[src/rtl/dcache_wt.sv]
// Direct-mapped, write-through, no-write-allocate data cache with one-word lines.
// It sits between the MEM stage load/store port and a req/ready word memory.
module dcache_wt #(
  parameter int DATA_WIDTH = 32,
  parameter int ADDR_WIDTH = 17,
  parameter int INDEX_BITS = 6
) (
  input  logic                  clk,
  input  logic                  rst_n,
  input  logic [31:0]           A,
  input  logic                  RE,
  input  logic                  WE,
  input  logic [2:0]            AddressingControl,
  input  logic [DATA_WIDTH-1:0] WD,
  output logic [DATA_WIDTH-1:0] RD,
  output logic                  stall,
  output logic                  misaligned,
  output logic                  mem_req,
  output logic                  mem_we,
  output logic [ADDR_WIDTH-1:0] mem_addr,
  output logic [DATA_WIDTH-1:0] mem_wdata,
  output logic [3:0]            mem_wstrb,
  input  logic [DATA_WIDTH-1:0] mem_rdata,
  input  logic                  mem_ready
);
  localparam int TAG_BITS = ADDR_WIDTH - INDEX_BITS - 2;
  localparam int LINES    = 1 << INDEX_BITS;

  typedef enum logic [1:0] {IDLE, MISS, WRITE, DONE} state_t;
  state_t state, state_next;

  logic [LINES-1:0]      valid_q;
  logic [TAG_BITS-1:0]   tag_q  [LINES];
  logic [31:0]           data_q [LINES];

  logic [1:0]            off;
  logic [INDEX_BITS-1:0] idx;
  logic [TAG_BITS-1:0]   tag;
  logic [1:0]            mode;
  logic                  bad_align;
  logic                  hit;
  logic [31:0]           shifted;
  logic [31:0]           load_data;
  logic [3:0]            st_strb;
  logic [31:0]           st_wdata;
  logic [INDEX_BITS-1:0] m_idx;
  logic [TAG_BITS-1:0]   m_tag;
  logic                  fill;
  logic                  write_hit;
  logic                  unused_hi;

  assign unused_hi = ^A[31:ADDR_WIDTH];

  assign off       = A[1:0];
  assign idx       = A[INDEX_BITS+1:2];
  assign tag       = A[ADDR_WIDTH-1:INDEX_BITS+2];
  assign mode      = AddressingControl[1:0];
  assign bad_align = (mode == 2'b11) || (mode == 2'b01 && off[0]) ||
                     (mode == 2'b10 && off != 2'b00);
  assign hit       = valid_q[idx] && (tag_q[idx] == tag);

  // Line bookkeeping follows the registered request, not the core inputs.
  assign m_idx     = mem_addr[INDEX_BITS+1:2];
  assign m_tag     = mem_addr[ADDR_WIDTH-1:INDEX_BITS+2];
  assign fill      = (state == MISS) && mem_ready;
  assign write_hit = (state == WRITE) && mem_ready && valid_q[m_idx] &&
                     (tag_q[m_idx] == m_tag);

  always_comb begin
    shifted   = data_q[idx] >> {off, 3'b000};
    load_data = shifted;
    case (mode)
      2'b00:   load_data = AddressingControl[2] ? {24'h0, shifted[7:0]}
                                                : {{24{shifted[7]}}, shifted[7:0]};
      2'b01:   load_data = AddressingControl[2] ? {16'h0, shifted[15:0]}
                                                : {{16{shifted[15]}}, shifted[15:0]};
      default: load_data = shifted;
    endcase
  end

  always_comb begin
    st_strb  = 4'hF;
    st_wdata = WD;
    case (mode)
      2'b00: begin
        st_strb  = 4'b0001 << off;
        st_wdata = {4{WD[7:0]}};
      end
      2'b01: begin
        st_strb  = 4'b0011 << off;
        st_wdata = {2{WD[15:0]}};
      end
      default: ;
    endcase
  end

  always_ff @(posedge clk or negedge rst_n) begin
    if (!rst_n) state <= IDLE;
    else        state <= state_next;
  end

  always_comb begin
    state_next = state;
    case (state)
      IDLE: begin
        if (WE && !bad_align)             state_next = WRITE;
        else if (RE && !bad_align && !hit) state_next = MISS;
      end
      MISS:    if (mem_ready) state_next = IDLE;
      WRITE:   if (mem_ready) state_next = DONE;
      default: state_next = IDLE;
    endcase
  end

  // Combinational outputs are forced quiet while reset is held.
  always_comb begin
    stall      = 1'b0;
    misaligned = 1'b0;
    RD         = '0;
    if (rst_n) begin
      case (state)
        IDLE: begin
          if (RE || WE) begin
            if (bad_align) misaligned = 1'b1;
            else if (WE)   stall = 1'b1;
            else if (hit)  RD = load_data;
            else           stall = 1'b1;
          end
        end
        MISS, WRITE: stall = 1'b1;
        default: ;
      endcase
    end
  end

  always_ff @(posedge clk or negedge rst_n) begin
    if (!rst_n) begin
      mem_req   <= 1'b0;
      mem_we    <= 1'b0;
      mem_addr  <= '0;
      mem_wdata <= '0;
      mem_wstrb <= '0;
    end else begin
      case (state)
        IDLE: begin
          if (WE && !bad_align) begin
            mem_req   <= 1'b1;
            mem_we    <= 1'b1;
            mem_addr  <= {A[ADDR_WIDTH-1:2], 2'b00};
            mem_wdata <= st_wdata;
            mem_wstrb <= st_strb;
          end else if (RE && !bad_align && !hit) begin
            mem_req   <= 1'b1;
            mem_we    <= 1'b0;
            mem_addr  <= {A[ADDR_WIDTH-1:2], 2'b00};
            mem_wstrb <= 4'h0;
          end
        end
        MISS, WRITE: if (mem_ready) mem_req <= 1'b0;
        default: ;
      endcase
    end
  end

  always_ff @(posedge clk or negedge rst_n) begin
    if (!rst_n)    valid_q <= '0;
    else if (fill) valid_q[m_idx] <= 1'b1;
  end

  always_ff @(posedge clk) begin
    if (fill) begin
      tag_q[m_idx]  <= m_tag;
      data_q[m_idx] <= mem_rdata;
    end else if (write_hit) begin
      for (int i = 0; i < 4; i++)
        if (mem_wstrb[i]) data_q[m_idx][8*i +: 8] <= mem_wdata[8*i +: 8];
    end
  end
endmodule

[config.mk]
export PLATFORM = sky130hd
export DESIGN_NAME = dcache_wt
export DESIGN_NICKNAME = d
export VERILOG_FILES = /design/src/rtl/dcache_wt.sv
export SDC_FILE = /design/constraint.sdc
export NUM_CORES = 2
export LEC_CHECK = 0
export CELL_PAD_IN_SITES_DETAIL_PLACEMENT = 2
export CELL_PAD_IN_SITES_GLOBAL_PLACEMENT = 2
export CORE_MARGIN = 3
export CORE_UTILIZATION = 35
export CTS_CLUSTER_SIZE = 25
export DETAILED_ROUTE_END_ITERATION = 7
export GPL_TIMING_DRIVEN = 0
export PLACE_DENSITY_LB_ADDON = 0.25
export SYNTH_ARGS = -nofsm -noshare
export SYNTH_HDL_FRONTEND = slang
export SYNTH_SLANG_ARGS = --single-unit
[constraint.sdc]
create_clock -name clk -period 13.7 [get_ports clk]
set_input_delay 2.74 -clock clk [delete_from_list [all_inputs] [get_ports clk]]
set_output_delay 2.74 -clock clk [all_outputs]
set_load 0.01 [all_outputs]
== Word-level counts from Yosys, hierarchy flattened ==
Memories as Yosys holds them, arrays and structs flattened.
Cells that the tools add are included.
W data, S select, Z words.
Storage, ports and cells
  bits in registers: 121
  memories kept: 2
  logic and storage cells: 121
  output and inout port bits: 89
  bits in writable memories: 2624
  input port bits: 104
Cells by class
  $lt $le $gt $ge: 3
  shift-type cells: 3
  bitwise operators: 5
  reduce and logical (&&, ||, !) cells: 26
  eq/ne operators: 11
  multiplexer cells: 64
Memories
  data_q: words 64, width 32, read ports 1, clocked after memory_dff 0, write ports 1, line 34  | logic [31:0] data_q [LINES];
  tag_q: words 64, width 9, read ports 2, clocked after memory_dff 0, write ports 1, line 33  | logic [TAG_BITS-1:0] tag_q [LINES];
Operators by type and width (count)
  $mux W32: 8
  $pmux W32 S2: 2
  $or A64 B64 Y64: 1
  $mux W1: 35
  $mux W17: 2
  $mux W8: 4
  $shr A32 B5 Y32: 1
  $eq A9 B9 Y1: 2
  $lt A6 B7 Y1 const B: 2
  $bmux W1 S6: 2
  $logic_and A1 B1 Y1: 11
  $mux W2: 4
  $mux W4: 2
  $pmux W4 S2: 1
  $demux W1 S6: 1
  $eq A2 B2 Y1 const B: 3
  $ge A6 B1 Y1 const B: 1
  $ne A2 B2 Y1 const B: 3
  $pmux W2 S3: 1
  $reduce_and A3 Y1: 2
  $reduce_bool A2 Y1: 3
  $eq A2 B1 Y1 const B: 2
  $logic_not A2 Y1: 2
  $or A1 B1 Y1: 4
  other kinds (8): 13

== Depth between registers and ports, before layout ==
  word-level depth: 10
  gate-level depth with buffers: 17
  gate-level depth less buffers: 10

== Worst setup path after synthesis ==
No wires, ideal clock.
  path type: input to output
  start: input A[2]
  end: output RD[21]
  slack: 4833 ps
  data arrival time: 6127 ps
  required time: 10960 ps
  path buffers: 6
  stages: 12
  cell sequence: buf_4 -> buf_4 -> buf_4 -> buf_4 -> buf_2 -> buf_1 -> mux4_2 -> mux4_2 -> mux4_2 -> a21oi_1 -> o21a_1 -> nor2_1
On the way
  word-level cells in the longest chain between the ends: 10
  elaborated cells on any way between the ends: 16
  classes of those cells: eq/ne (1); shift (1); mux (11); reduce/logical (1); memory (2)
Ends and longest elaborated chain
  start, declared: line 10  | input logic [31:0] A,
  $mem_v2 Z64 W32
  $shr A32 B5 Y32: line 70  | shifted = data_q[idx] >> {off, 3'b000};
  $mux W32, on equally long branches: line 75, 73
  $pmux W32 S2: line 72  | case (mode)
  $mux W32 (*): line 126  | else if (hit) RD = load_data;
  $mux W32 (*): line 125  | else if (WE) stall = 1'b1;
  $mux W32 (*): line 124  | if (bad_align) misaligned = 1'b1;
  $mux W32 (*): line 123  | if (RE || WE) begin
  $mux W32 (*): line 121  | case (state)
  $mux W32 (*): line 120  | if (rst_n) begin
  end, declared: line 15  | output logic [DATA_WIDTH-1:0] RD,
Mark *: on every way between the ends. The rest lies on a longest branch, timed or not. The select of a mux whose other input is x is not followed.

== Worst setup path after layout ==
  start: input A[5]
  end: output RD[2]
The elaborated chain is that of the path after synthesis.

==> flow_summary_export.csv <==
group,metric,value,unit
clocking,clk_pin_slew,0.06,ns
cells_and_area,nets,6433,
synth,synth_edf_count,2624,
route,wire_per_inst,49.8,microns
cells_and_area,fin_util,0.410,
floorplan,die_area,331000,sq um
synth,yosysTopAreaCell,"edfxtp_1",
power,p_total,23.6,mW
synth,synthCells,5769,
worst_setup_path,crit_type,"in2out",
cells_and_area,syn2layout_area_growth,16.5,%
global_route,met3_usage,0.0759,
timing,worstMarginPinSlew,1.65,ns
timing,fin_crit,14.03,ns
synth,synth-compound-area-share,0.0341,
clocking,cts_sinks,2743,
timing,finalSetupViolations,10,
timing,slew_violations,174,
floorplan,die_h,575,microns
cells_and_area,seq_area,81800,sq um
placed_design,io_buffer_count,170,
placed_design,dp_hpwl,379,mm
cells_and_area,final_common_cell,"edfxtp_1",
route,drc_errors,0,
synth,synth_top_family_by_area,"multiplexers",
route,drt-vias-per-instance,6.45,
power,power.density,179,nW/um^2
synth,synthAdderAreaFrac,0.000442,
global_route,grt_overflow_total,0,
run,cap_violations,20,
cells_and_area,final_cell_mix,"2624 x edfxtp_1, 783 x mux4_2, 341 x nor2_1",
timing,setup_slack,-0.333,ns
worst_setup_path,critPathArrivalTime,11.29,ns
cells_and_area,multiInputGateArea,30000,sq um
timing,fmax,71.3,MHz
synth,synthMuxAreaShare,0.192,
clocking,clockBufferDepth,4,
worst_setup_path,startpoint_type,"input pin",
clocking,postCtsSetupBuffers,0,
min_path,hp-class,"reg2reg",
route,routed_wl,545,mm
route,drtIter0Drc,11700,
route,via_count,70600,
floorplan,io_pins,193,
run_status,violations,"capacitance limit, slew limit, setup timing",
placed_design,dp.cells,10300,
synth,ys.flop_type,"edfxtp_1",
placed_design,placed_area,122000,sq um
timing,fin_crit_sh,1.02,
worst_setup_path,cp_data_required_time,10.96,ns
cells_and_area,design_area,132000,sq um
synth,synth-xor-area-share,0.00139,
run_status,run_status,"finished, violations left",
global_route,grt_max_degree,77,
timing,max_slew_margin,-0.101,
timing,finClkSkew,0.0872,ns
synth,yosysWarningCount,0,
synth,syn_area,113000,sq um
synth,ys_ff_latch,2743,
timing,rsz0062_at_grt,"false",
floorplan,start_util,0.352,
global_route,top_usage_layer,"met2",
global_route,grt_pass1_wl,706,mm
synth,synth.avg_cell_area,19.6,sq um
global_route,grt_use_met1,0.410,
floorplan,rows,208,
power,peakVddDrop,0.177,mV
clocking,cts_buffers,314,
clocking,root_buffer,"clkbuf_16",
clocking,cts_tree,"done",
route,ant_nets,0,
global_route,met2_usage,0.485,
synth,yosysUniqueCellTypes,75,
power,p_leak,42.2,nW
floorplan,die_x,575,microns
global_route,antenna_found_initial,50,
synth,synth.area.top_cells,"edfxtp_1 70%, mux4_2 16%, dfrtp_1 2.6%",
synth,synth-simple-area-share,0.0346,
clocking,ctsHtreeMaxLevel,5,
cells_and_area,final_cell_count_no_fill,10900,
synth,seq_area_frac_synth,0.722,
clocking,clkLatencyLatePin,0.95,ns
worst_setup_path,endpoint_kind,"output pin",
placed_design,place.gp.congestion,1.04,
worst_setup_path,crit_fanout,11,
timing,fin_tns_setup,-1.59,ns
floorplan,coreArea,322000,sq um
synth,synthArstFlopShare,0.0434,
cells_and_area,final.fill_count,30300,
route,first_pass_iters,6,
synth,synthDominantCellAreaShare,0.696,
cells_and_area,drive_gt1_frac,0.276,
global_route,grtUsageTotal,0.323,
timing,hold_viol_final,0,
global_route,grt_pass1_vias,70400,
==> what timing repair did <==
action,in CTS,in global routing
setup endpoints to repair,24,0
hold buffers,0,0
resized for setup,12,0
==> layer usage <==
metal / wire, microns / up-vias
met4: 50000 / 16
met1: 201000 / 38900
met3: 52100 / 1436
li1: - / 25100
met2: 242000 / 5080
met5: 100 / -
==> worst max-delay path: stages <==
cell and delay, ns:
clkbuf_1 0.27, clkbuf_1 0.45, inv_2 0.75, buf_2 0.89, buf_1 1.12, buf_1 0.59
clkbuf_2 0.74, and2_1 0.30, a211oi_1 0.09, a31oi_1 1.03, mux2i_1 0.28, a211oi_1 1.17
clkdlybuf4s50_1 0.76
==> synthesized netlist by cell type, types with 8 or more instances <==
library cell     n
nand3_1         40
nand2_1        253
nand4_1         13
a21oi_1         90
xnor2_1          8
buf_2          125
a221oi_1        74
and2_1          13
nor2_1         398
nor3_1          11
buf_4           36
o21ai_0         83
inv_1           21
a22oi_1        106
edfxtp_1      2624
buf_1           54
mux4_2         783
dfrtp_1        119
o21a_1          14
a221o_1         29
clkbuf_1       162
nor4_1          14
a31oi_1          9
mux2_2         120
or2_2           69
mux2i_1        272
o22ai_1         37
nor2b_1         18
a22o_1          11
xor2_1          10
a211oi_1        18
==> final timing paths <==
kind,end,start,slack [ns],cells after the start
setup / recovery,RD[2],A[5],-0.33,13
hold / removal,valid_q[58],valid_q[58],0.50,1
setup reg to reg,data_q[28][3],mem_addr[2],4.98,16
hold reg to reg,valid_q[58],valid_q[58],0.50,1
max in group asynchronous,mem_wdata[15],rst_n,10.86,2
min in group asynchronous,valid_q[23],rst_n,1.74,1
==> cells by family after synthesis <==
logic type / after synthesis
adders and majority gates: 4
muxes: 1175
AOI/OAI and AO/OA: 543
buffers and inverters: 402
other: 1
DFF: 2743
and+or+nand+nor: 883
xor gates and xnor gates: 18
==> state kept, by name, summed over array words and instances (netlist names) <==
register   cells
data_q      2048
mem_addr      15
mem_req        1
mem_wdata     32
mem_we         1
mem_wstrb      4
state          2
tag_q        576
valid_q       64
==> power by group <==
part	leakage (nW)	internal, mW	switching [mW]
Clock	4.90	4.79	3.66
Sequential	25.1	9.68	0.393
Combinational	12.2	1.34	3.73
Total	42.2	15.8	7.79
==> cell type report <==
| type | count | share of cell area |
|---|---|---|
| diodes | 51 | 0.000967 |
| plain buffers | 377 | 0.0137 |
| clock buffers | 406 | 0.0650 |
| clock inverters | 167 | 0.0109 |
| inverters | 24 | 0.000683 |
| multi-input cells | 2625 | 0.227 |
| flip-flops and latches | 2743 | 0.620 |
| well taps | 4305 | 0.0408 |
| repair buffers | 240 | 0.0208 |
==> through the flow <==
stage	setup slack [ns]	hold slack, ns
global route	0.118	0.510
detailed placement	-0.690	0.478
finish	-0.333	0.498
floorplan	4.83	0.451
CTS	0.102	0.494
global placement	-2.70	0.466
Power figures use the tool's default switching activity.
